**config.mk**
```make
export PLATFORM = sky130hd
export DESIGN_NAME = neuron_weight_ctrl_flat
export DESIGN_NICKNAME = d
export VERILOG_FILES = /design/src/rtl/neuron_weight_ctrl_pkg.sv /design/src/rtl/neuron_weight_ctrl_if.sv /design/src/rtl/neuron_weight_ctrl_fifo.sv /design/src/rtl/neuron_weight_ctrl.sv /design/src/flat_wrapper.sv
export SDC_FILE = /design/constraint.sdc
export NUM_CORES = 1
export LEC_CHECK = 0
export CAP_MARGIN = 20
export CORE_UTILIZATION = 44
export DETAILED_ROUTE_END_ITERATION = 6
export PLACE_DENSITY = 0.8
export SLEW_MARGIN = 20
export SYNTH_ARGS = -nofsm -noshare
export SYNTH_HDL_FRONTEND = slang
export SYNTH_SLANG_ARGS = --single-unit
```
**constraint.sdc**
```tcl
create_clock -name clk -period 4 [get_ports clk]
set_input_delay 0.8 -clock clk [delete_from_list [all_inputs] [get_ports clk]]
set_output_delay 0.8 -clock clk [all_outputs]
set_load 0.005 [all_outputs]
```
**src/rtl/neuron_weight_ctrl_pkg.sv**
```systemverilog
// Shared definitions for the neuron weight sequencer: state encoding,
// default sizing and the read-issue occupancy helper.
package neuron_weight_ctrl_pkg;

    localparam int NUM_WEIGHTS_DEF = 784;
    localparam int ADDR_WIDTH_DEF  = 10;
    localparam int DATA_WIDTH_DEF  = 16;
    localparam bit PRE_TRAINED_DEF = 1'b0;

    typedef enum logic [1:0] {
        ST_IDLE  = 2'd0,
        ST_READ  = 2'd1,
        ST_DRAIN = 2'd2
    } state_e;

    // Words held or on their way once this cycle's pop has left.
    function automatic logic [2:0] occupancy(
        input logic [1:0] cnt,
        input logic       inflight,
        input logic       pop
    );
        return 3'(cnt) + 3'(inflight) - 3'(pop);
    endfunction

endpackage

```
**src/rtl/neuron_weight_ctrl_if.sv**
```systemverilog
// Bundle of config, weight-stream and memory-port signals between the
// weight sequencer (master) and its surroundings (slave).
interface neuron_weight_ctrl_if
    import neuron_weight_ctrl_pkg::*;
#(
    parameter int AW = ADDR_WIDTH_DEF,
    parameter int DW = DATA_WIDTH_DEF
);
    logic          i_cfg_valid;
    logic          o_cfg_ready;
    logic [AW-1:0] i_cfg_addr;
    logic [DW-1:0] i_cfg_data;
    logic          i_start;
    logic          o_busy;
    logic          o_done;
    logic          o_w_valid;
    logic          i_w_ready;
    logic [DW-1:0] o_w_data;
    logic          o_w_last;
    logic          o_mem_w_en;
    logic [AW-1:0] o_mem_w_addr;
    logic [DW-1:0] o_mem_w_data;
    logic          o_mem_r_en;
    logic [AW-1:0] o_mem_r_addr;
    logic [DW-1:0] i_mem_data;

    modport master (
        input  i_cfg_valid, i_cfg_addr, i_cfg_data, i_start,
        input  i_w_ready, i_mem_data,
        output o_cfg_ready, o_busy, o_done,
        output o_w_valid, o_w_data, o_w_last,
        output o_mem_w_en, o_mem_w_addr, o_mem_w_data,
        output o_mem_r_en, o_mem_r_addr
    );

    modport slave (
        output i_cfg_valid, i_cfg_addr, i_cfg_data, i_start,
        output i_w_ready, i_mem_data,
        input  o_cfg_ready, o_busy, o_done,
        input  o_w_valid, o_w_data, o_w_last,
        input  o_mem_w_en, o_mem_w_addr, o_mem_w_data,
        input  o_mem_r_en, o_mem_r_addr
    );

endinterface

```
**src/rtl/neuron_weight_ctrl_fifo.sv**
```systemverilog
// Two-entry output FIFO carrying {last, data}; entry 0 is always the head
// so the stream outputs stay stable while the consumer stalls.
module weight_skid_fifo #(
    parameter int DW = 16
) (
    input  logic          clk,
    input  logic          reset,
    input  logic          push,
    input  logic          push_last,
    input  logic [DW-1:0] push_data,
    input  logic          pop,
    output logic [1:0]    count,
    output logic          head_last,
    output logic [DW-1:0] head_data
);

    logic [DW:0] e0_q, e0_d;
    logic [DW:0] e1_q, e1_d;
    logic [1:0]  cnt_q, cnt_d;
    logic [DW:0] din;
    logic        pop_ok;

    assign din    = {push_last, push_data};
    assign pop_ok = pop && (cnt_q != 2'd0);

    always_comb begin
        e0_d  = e0_q;
        e1_d  = e1_q;
        cnt_d = cnt_q;
        if (pop_ok && push) begin
            if (cnt_q == 2'd1) begin
                e0_d = din;
            end else begin
                e0_d = e1_q;
                e1_d = din;
            end
        end else if (pop_ok) begin
            e0_d  = e1_q;
            cnt_d = cnt_q - 2'd1;
        end else if (push && (cnt_q != 2'd2)) begin
            if (cnt_q == 2'd0) e0_d = din;
            else               e1_d = din;
            cnt_d = cnt_q + 2'd1;
        end
    end

    always_ff @(posedge clk) begin
        if (reset) begin
            e0_q  <= '0;
            e1_q  <= '0;
            cnt_q <= 2'd0;
        end else begin
            e0_q  <= e0_d;
            e1_q  <= e1_d;
            cnt_q <= cnt_d;
        end
    end

    assign count     = cnt_q;
    assign head_last = e0_q[DW];
    assign head_data = e0_q[DW-1:0];

endmodule

```
**src/rtl/neuron_weight_ctrl.sv**
```systemverilog
// Weight memory sequencer: config writes while idle, then on start a
// backpressured sweep of addresses 0..NUM_WEIGHTS-1 to the neuron MAC.
module neuron_weight_ctrl
    import neuron_weight_ctrl_pkg::*;
#(
    parameter int NUM_WEIGHTS = NUM_WEIGHTS_DEF,
    parameter int ADDR_WIDTH  = ADDR_WIDTH_DEF,
    parameter int DATA_WIDTH  = DATA_WIDTH_DEF,
    parameter bit PRE_TRAINED = PRE_TRAINED_DEF
) (
    input  logic                 clk,
    input  logic                 reset,
    neuron_weight_ctrl_if.master bus
);

    localparam logic [ADDR_WIDTH-1:0] LAST_ADDR = ADDR_WIDTH'(NUM_WEIGHTS - 1);
    localparam logic [ADDR_WIDTH:0]   NW_EXT    = (ADDR_WIDTH + 1)'(NUM_WEIGHTS);

    state_e                state_q, state_d;
    logic [ADDR_WIDTH-1:0] cnt_q, cnt_d;
    logic                  inflight_q, inflight_d;
    logic                  inlast_q, inlast_d;
    logic                  done_q, done_d;

    logic [1:0]            f_cnt;
    logic                  f_last;
    logic [DATA_WIDTH-1:0] f_data;
    logic                  f_valid;
    logic                  pop;
    logic                  issue;
    logic                  at_end;
    logic                  cfg_ready;
    logic                  cfg_fire;
    logic                  wr_en;

    assign f_valid = (f_cnt != 2'd0);
    assign pop     = f_valid && bus.i_w_ready;
    assign at_end  = (cnt_q == LAST_ADDR);
    // A read is only issued if its word is guaranteed a FIFO slot.
    assign issue   = (state_q == ST_READ)
                   && (occupancy(f_cnt, inflight_q, pop) < 3'd2);

    always_ff @(posedge clk) begin
        if (reset) begin
            state_q    <= ST_IDLE;
            cnt_q      <= '0;
            inflight_q <= 1'b0;
            inlast_q   <= 1'b0;
            done_q     <= 1'b0;
        end else begin
            state_q    <= state_d;
            cnt_q      <= cnt_d;
            inflight_q <= inflight_d;
            inlast_q   <= inlast_d;
            done_q     <= done_d;
        end
    end

    always_comb begin
        state_d = state_q;
        cnt_d   = cnt_q;
        unique case (state_q)
            ST_IDLE: begin
                if (bus.i_start) begin
                    state_d = ST_READ;
                    cnt_d   = '0;
                end
            end
            ST_READ: begin
                if (issue) begin
                    if (at_end) state_d = ST_DRAIN;
                    else        cnt_d   = cnt_q + 1'b1;
                end
            end
            ST_DRAIN: begin
                if (pop && f_last) state_d = ST_IDLE;
            end
            default: state_d = ST_IDLE;
        endcase
    end

    always_comb begin
        inflight_d = issue;
        inlast_d   = issue && at_end;
        done_d     = (state_q == ST_DRAIN) && pop && f_last;
        cfg_ready  = !PRE_TRAINED && (state_q == ST_IDLE) && !bus.i_start;
        cfg_fire   = bus.i_cfg_valid && cfg_ready;
        wr_en      = cfg_fire && ({1'b0, bus.i_cfg_addr} < NW_EXT);
    end

    weight_skid_fifo #(
        .DW (DATA_WIDTH)
    ) u_fifo (
        .clk       (clk),
        .reset     (reset),
        .push      (inflight_q),
        .push_last (inlast_q),
        .push_data (bus.i_mem_data),
        .pop       (pop),
        .count     (f_cnt),
        .head_last (f_last),
        .head_data (f_data)
    );

    assign bus.o_cfg_ready  = cfg_ready;
    assign bus.o_mem_w_en   = wr_en;
    assign bus.o_mem_w_addr = wr_en ? bus.i_cfg_addr : '0;
    assign bus.o_mem_w_data = wr_en ? bus.i_cfg_data : '0;
    assign bus.o_mem_r_en   = issue;
    assign bus.o_mem_r_addr = cnt_q;
    assign bus.o_busy       = (state_q != ST_IDLE) || done_q;
    assign bus.o_done       = done_q;
    assign bus.o_w_valid    = f_valid;
    assign bus.o_w_data     = f_valid ? f_data : '0;
    assign bus.o_w_last     = f_valid && f_last;

endmodule
```
**src/flat_wrapper.sv**
```systemverilog
// flat-port wrapper written by rule: the top's interface ports become plain ports
module neuron_weight_ctrl_flat import neuron_weight_ctrl_pkg::*;
#(
    parameter int NUM_WEIGHTS = NUM_WEIGHTS_DEF,
    parameter int ADDR_WIDTH  = ADDR_WIDTH_DEF,
    parameter int DATA_WIDTH  = DATA_WIDTH_DEF,
    parameter bit PRE_TRAINED = PRE_TRAINED_DEF
)
  (clk, reset, bus_i_cfg_valid, bus_i_cfg_addr, bus_i_cfg_data, bus_i_start, bus_i_w_ready, bus_i_mem_data, bus_o_cfg_ready, bus_o_busy, bus_o_done, bus_o_w_valid, bus_o_w_data, bus_o_w_last, bus_o_mem_w_en, bus_o_mem_w_addr, bus_o_mem_w_data, bus_o_mem_r_en, bus_o_mem_r_addr);
  neuron_weight_ctrl_if bus_i ();
  input  logic clk;
  input  logic reset;
  input wire logic [$bits(bus_i.i_cfg_valid)-1:0] bus_i_cfg_valid;
  input wire logic [$bits(bus_i.i_cfg_addr)-1:0] bus_i_cfg_addr;
  input wire logic [$bits(bus_i.i_cfg_data)-1:0] bus_i_cfg_data;
  input wire logic [$bits(bus_i.i_start)-1:0] bus_i_start;
  input wire logic [$bits(bus_i.i_w_ready)-1:0] bus_i_w_ready;
  input wire logic [$bits(bus_i.i_mem_data)-1:0] bus_i_mem_data;
  output wire logic [$bits(bus_i.o_cfg_ready)-1:0] bus_o_cfg_ready;
  output wire logic [$bits(bus_i.o_busy)-1:0] bus_o_busy;
  output wire logic [$bits(bus_i.o_done)-1:0] bus_o_done;
  output wire logic [$bits(bus_i.o_w_valid)-1:0] bus_o_w_valid;
  output wire logic [$bits(bus_i.o_w_data)-1:0] bus_o_w_data;
  output wire logic [$bits(bus_i.o_w_last)-1:0] bus_o_w_last;
  output wire logic [$bits(bus_i.o_mem_w_en)-1:0] bus_o_mem_w_en;
  output wire logic [$bits(bus_i.o_mem_w_addr)-1:0] bus_o_mem_w_addr;
  output wire logic [$bits(bus_i.o_mem_w_data)-1:0] bus_o_mem_w_data;
  output wire logic [$bits(bus_i.o_mem_r_en)-1:0] bus_o_mem_r_en;
  output wire logic [$bits(bus_i.o_mem_r_addr)-1:0] bus_o_mem_r_addr;
  assign bus_i.i_cfg_valid = bus_i_cfg_valid;
  assign bus_i.i_cfg_addr = bus_i_cfg_addr;
  assign bus_i.i_cfg_data = bus_i_cfg_data;
  assign bus_i.i_start = bus_i_start;
  assign bus_i.i_w_ready = bus_i_w_ready;
  assign bus_i.i_mem_data = bus_i_mem_data;
  assign bus_o_cfg_ready = bus_i.o_cfg_ready;
  assign bus_o_busy = bus_i.o_busy;
  assign bus_o_done = bus_i.o_done;
  assign bus_o_w_valid = bus_i.o_w_valid;
  assign bus_o_w_data = bus_i.o_w_data;
  assign bus_o_w_last = bus_i.o_w_last;
  assign bus_o_mem_w_en = bus_i.o_mem_w_en;
  assign bus_o_mem_w_addr = bus_i.o_mem_w_addr;
  assign bus_o_mem_w_data = bus_i.o_mem_w_data;
  assign bus_o_mem_r_en = bus_i.o_mem_r_en;
  assign bus_o_mem_r_addr = bus_i.o_mem_r_addr;
  neuron_weight_ctrl #(.NUM_WEIGHTS(NUM_WEIGHTS), .ADDR_WIDTH(ADDR_WIDTH), .DATA_WIDTH(DATA_WIDTH), .PRE_TRAINED(PRE_TRAINED)) u_core (.clk(clk), .reset(reset), .bus(bus_i));
endmodule
```
==> Word-level counts from Yosys, hierarchy flattened <==
Index checks and enable logic that the tools add are counted.
{ "totals": {"n_memories": 0, "mem_bits_rw": 0, "latch_bits": 0, "mem_bits_ro": 0, "regBits": 51, "out_inout_bits": 59} }
{ "classes": {"n_mux": 24, "add_sub_neg": 5, "bitwise": 1, "magnitude_cmp": 2, "n_reduce_logical": 29, "div": 0, "shifts": 0, "n_mul": 0, "eq_ne": 13} }
{ "op_table": {"columns": ["operator", "n"], "rows": [
  ["$mux W17", 10],
  ["$mux W10", 4],
  ["$mux W16", 2],
  ["$pmux W10 S2", 1],
  ["$logic_and A1 B1 Y1", 13],
  ["$mux W2", 6],
  ["$reduce_and A4 Y1", 3],
  ["$add A10 B1 Y10 const B", 1],
  ["$eq A10 B10 Y1 const B", 1],
  ["$lt A10 B10 Y1 const B", 1],
  ["$ne A2 B2 Y1 const B", 5],
  ["$reduce_bool A2 Y1", 5],
  ["$ne A2 B1 Y1 const B", 4],
  ["$pmux W2 S3", 1],
  ["$reduce_bool A3 Y1", 2],
  ["$eq A2 B1 Y1 const B", 2],
  ["$logic_not A2 Y1", 2],
  ["$reduce_and A2 Y1", 2],
  ["$add A2 B1 Y3", 1],
  ["$lt A3 B2 Y1 const B", 1],
  ["$sub A3 B1 Y3", 1],
  ["$add A2 B1 Y2 const B", 1],
  ["$eq A2 B2 Y1 const B", 1],
  ["$sub A2 B1 Y2 const B", 1],
  ["3 further kinds", 3]
]} }

==> Logic depth before layout (Yosys ltp) <==
{ "logic_depth": {"depth_word": 7, "depth_mapped": 12, "depth_no_buf": 10} }

==> Cells and area by module <==
Synthesis repeated with hierarchy kept, for this count alone.
{ "hier_totals": {"cells_unflattened": 326, "area_unflattened_um2": 2852.7} }
{ "modules_own_cells": {"columns": ["module", "instances", "seq_area_each_um2", "cells_per_inst", "area_per_inst_um2"], "rows": [
  ["weight_skid_fifo", 1, 720.7, 177, 1685.4],
  ["neuron_weight_ctrl", 1, 300.3, 149, 1167.4]
]} }

==> Worst setup path after synthesis <==
Ideal clock, no wire load.
{ "synth_timing": {"path_type": "input to output", "startpoint": "input port bus_i_w_ready", "endpoint": "output port bus_o_mem_r_en", "arrival_time_ns": 2.649, "n_path_buf": 2, "slack_ns": 0.551, "cell_stages": 7, "path_cell_list": "nor2b_1 buf_2 clkbuf_1 ha_1 nor2_1 fa_1 nor4b_4"} }
{ "synth_between": {"elab_chain_len": 4} }
{ "synth_lines": {"columns": ["item", "line", "text"], "rows": [
  ["start, declared", "flat_wrapper.sv:17", "input wire logic [$bits(bus_i.i_w_ready)-1:0] bus_i_w_ready;"],
  ["$logic_and A1 B1 Y1", "neuron_weight_ctrl.sv:37", "assign pop = f_valid && bus.i_w_ready;"],
  ["$sub A3 B1 Y3", "neuron_weight_ctrl_pkg.sv:22", "return 3'(cnt) + 3'(inflight) - 3'(pop);"],
  ["$lt A3 B2 Y1", "neuron_weight_ctrl.sv:41", "&& (occupancy(f_cnt, inflight_q, pop) < 3'd2);"],
  ["$logic_and A1 B1 Y1", "neuron_weight_ctrl.sv:41", null],
  ["end, declared", "flat_wrapper.sv:28", "output wire logic [$bits(bus_i.o_mem_r_en)-1:0] bus_o_mem_r_en;"]
]} }
Every way passes these cells.

==> Worst setup path in the final report <==
{ "layout_timing": {"startpoint": "input port bus_i_cfg_addr[6]", "endpoint": "output port bus_o_mem_w_data[8]"} }
{ "layout_between": {"elab_chain_len": 3} }
{ "layout_lines": {"columns": ["item", "line", "text"], "rows": [
  ["start, declared", "flat_wrapper.sv:14", "input wire logic [$bits(bus_i.i_cfg_addr)-1:0] bus_i_cfg_addr;"],
  ["$lt A10 B10 Y1", "neuron_weight_ctrl.sv:88", "wr_en = cfg_fire && ({1'b0, bus.i_cfg_addr} < NW_EXT);"],
  ["$logic_and A1 B1 Y1", "neuron_weight_ctrl.sv:88", null],
  ["$mux W16", "neuron_weight_ctrl.sv:108", "assign bus.o_mem_w_data = wr_en ? bus.i_cfg_data : '0;"],
  ["end, declared", "flat_wrapper.sv:27", "output wire logic [$bits(bus_i.o_mem_w_data)-1:0] bus_o_mem_w_data;"]
]} }
Every way passes these cells.

==> impl_metrics.py <==
metrics = {
    "status": {
        "status": "finished clean",
    },
    "critical_path": {
        "cp.required_ns": 3.20,
        "path_class": "in2out",
        "crit_path_end_kind": "output port",
        "path_max_fanout": 27,
        "cp.arrival_ns": 3.03,
        "start_kind": "input pin",
    },
    "floorplan": {
        "start_util": 0.457,
        "coreArea_um2": 5920,
        "num_rows": 28,
        "io_pins": 106,
        "die_area_um2": 6460,
        "dieHeight_um": 80.4,
        "die_x_um": 80.4,
    },
    "finish": {
        "fillers": 488,
        "final_area_um2": 3940,
        "drive_gt1_frac": 0.0730,
        "diodes": 0,
        "nets": 463,
        "syn2layout_area_growth_pct": 45.7,
        "final_core_util": 0.665,
    },
    "synthesis": {
        "ys_async_sr_fraction": 0,
        "synth_simple_gate_area_share": 0.321,
        "synth_fa_ha_area_frac": 0.0305,
        "synth_ff_type": "dfxtp_1",
        "synth_mux_area_frac": 0.0814,
        "avgSynthCellArea_um2": 8.69,
        "synth_compound_area_frac": 0.132,
        "synth_xor_area_frac": 0.00925,
        "synth_cell_types": 47,
        "synth_warnings": 0,
        "ys_seq_elements": 51,
        "synth_cells": 311,
        "synth_top_family_by_area": "simple AND/OR/NAND/NOR gates",
        "yosysSeqAreaShare": 0.378,
        "synth-edff-count": 0,
        "synth.net_count": 364,
        "synth_area_um2": 2700,
    },
    "pwr": {
        "total_power_w": 0.00178,
        "vdd_ir_drop_max_v": 0.000314,
        "p_leak_nw": 1.60,
        "power_density_nw_per_um2": 453,
    },
    "job": {
        "drv_cap": 0,
    },
    "placement": {
        "gp_congestion": 0.815,
        "dp_hpwl_um": 5010,
        "port_buffers": 105,
        "dpl_cell_area_um2": 3800,
    },
    "route": {
        "ant_nets": 0,
        "wl_per_cell_um": 14.1,
        "vias": 2579,
        "drc": 0,
        "via_per_inst": 5.31,
        "drt-initial-drc-count": 128,
        "drt_first_pass_iters": 4,
        "drt-total-wl_um": 6860,
    },
    "global_routing": {
        "grt_max_degree": 45,
        "antenna_found_initial": 0,
        "overflow": 0,
        "first_global_vias": 2423,
        "grt_pass1_wl_um": 11200,
        "grt_use_total": 0.218,
    },
    "timing": {
        "rsz0062_at_grt": "no",
        "fmaxAchievable_mhz": 261,
        "fin_hold_ws_ns": 0.499,
        "slew_violations": 0,
        "maxSlewHeadroom": 0.276,
        "tightest_slew_ns": 1.08,
        "post-route-period-util": 0.958,
        "final_hold_viol_count": 0,
        "clock_skew_ns": 0.0109,
        "setup_tns_ns": 0,
        "min_period_ns": 3.83,
        "setup_viol": 0,
    },
    "cts": {
        "cts_root_buf": "clkbuf_8",
        "ctsHoldBuffers": 0,
        "h-tree-depth": 2,
        "clkSlewWorstSetupHoldPaths_ns": 0.09,
        "cts_inserted_buffers": 5,
        "cts_tree": "built",
        "insertion_delay_ns": 0.30,
        "clkSinkCount": 51,
        "clockBufferDepth": 2,
    },
    "worst_hold_path": {
        "holdCritPathClass": "reg2reg",
    },
}
[power by group]
part	internal, W	switching (W)
sequential	0.000621	0.0000673
combinational	0.000348	0.000325
clock	0.000250	0.000171
total	0.00122	0.000564
[repair_timing]
| item | in CTS | in global routing |
|---|---|---|
| gates resized for setup | 0 | 1 |
| setup endpoints to repair | 0 | 1 |
| setup buffers | 0 | 0 |
[critical path: stages]
cell and delay, ns:
clkdlybuf4s50_1 0.41, or4_1 0.59, a31oi_4 0.51, and2_1 0.20
clkdlybuf4s50_1 0.52
[path summary, 6_finish.rpt]
check / startpoint / to / slack (ns) / cells after the start
setup / recovery: bus_i_cfg_addr[6] / bus_o_mem_w_data[8] / 0.17 / 5
hold / removal: u_core.u_fifo.e0_q[12] / u_core.u_fifo.e0_q[12] / 0.50 / 2
setup reg to reg: u_core.u_fifo.count[1] / u_core.bus.o_mem_r_addr[9] / 1.16 / 10
hold reg to reg: u_core.u_fifo.e0_q[12] / u_core.u_fifo.e0_q[12] / 0.50 / 2
[cells in the final DEF, fill, tap and decap left out, types with 3 or more instances in the layout]
cell type and count:
mux2i_1 22, a311oi_1 19, clkbuf_8 5, and3_1 7, nor2b_1 17, clkdlybuf4s50_1 104, nand2_1 25, ha_1 5
buf_4 8, dfxtp_1 51, nand3_1 20, nor3_1 3, and2_1 28, o21ai_0 4, inv_1 6, nor2_1 43
a31oi_1 4
[state kept, by name (all words and copies together) (netlist names)]
signal and flops:
u_core.state_q 2, u_core.inlast_q 1, u_core.bus.o_done 1, u_core.bus.o_mem_r_addr 10, u_core.inflight_q 1, u_core.u_fifo.e0_q 17
u_core.u_fifo.e1_q 17, u_core.u_fifo.count 2
[per-stage QoR]
stage / worst slack, ns / cells
6_report: 0.168 / 486
5_1_grt: 0.0438 / 486
4_1_cts: 0.0116 / 486
3_5_place_dp: 0.0172 / 478
3_3_place_gp: 0.0551 / 478
2_1_floorplan: 0.551 / 311
[cell families after synthesis]
group,count (synthesis)
muxes,22
adders and majority gates,6
DFF,51
buffers and inverters,27
AOI/OAI and AO/OA,42
and+or+nand+nor,161
xor gates and xnor gates,2
[Yosys cell counts, drive strengths merged, types with 2 or more instances]
master | count | area (um^2)
dfxtp | 51 | 1020
nor2 | 43 | 161
and2 | 28 | 175
nand2 | 26 | 100
mux2i | 22 | 220
nand3 | 20 | 100
a311oi | 19 | 166
nor2b | 18 | 113
buf | 12 | 73.8
and3 | 9 | 58.8
clkbuf | 9 | 33.8
inv | 6 | 22.5
a31oi | 5 | 46.3
ha | 5 | 62.6
o21ai | 5 | 25.0
nor3 | 4 | 31.3
a221o | 3 | 31.3
a21oi | 2 | 10.0
nand2b | 2 | 12.5
nor4b | 2 | 38.8
o22a | 2 | 17.5
or3 | 2 | 12.5
or3b | 2 | 17.5
xnor2 | 2 | 25.0
[cell type report]
cell class,count,area [um^2],area share
clock buffer,6,72.6,0.0184
clock inverter,2,60.1,0.0152
inverter,6,22.5,0.00572
multi-input combinational,233,1560,0.395
sequential,51,1020,0.259
tap,75,93.8,0.0238
timing repair buffer,113,1110,0.283
[layer usage]
layer,vias to the layer above,share of wire,track usage
met2,66,0.48,0.360
met1,1221,0.47,0.299
met4,0,0.0041,0.0482
li1,1288,-,-
met5,-,0,0
met3,4,0.040,0.0318
Power figures use the tool's default switching activity.
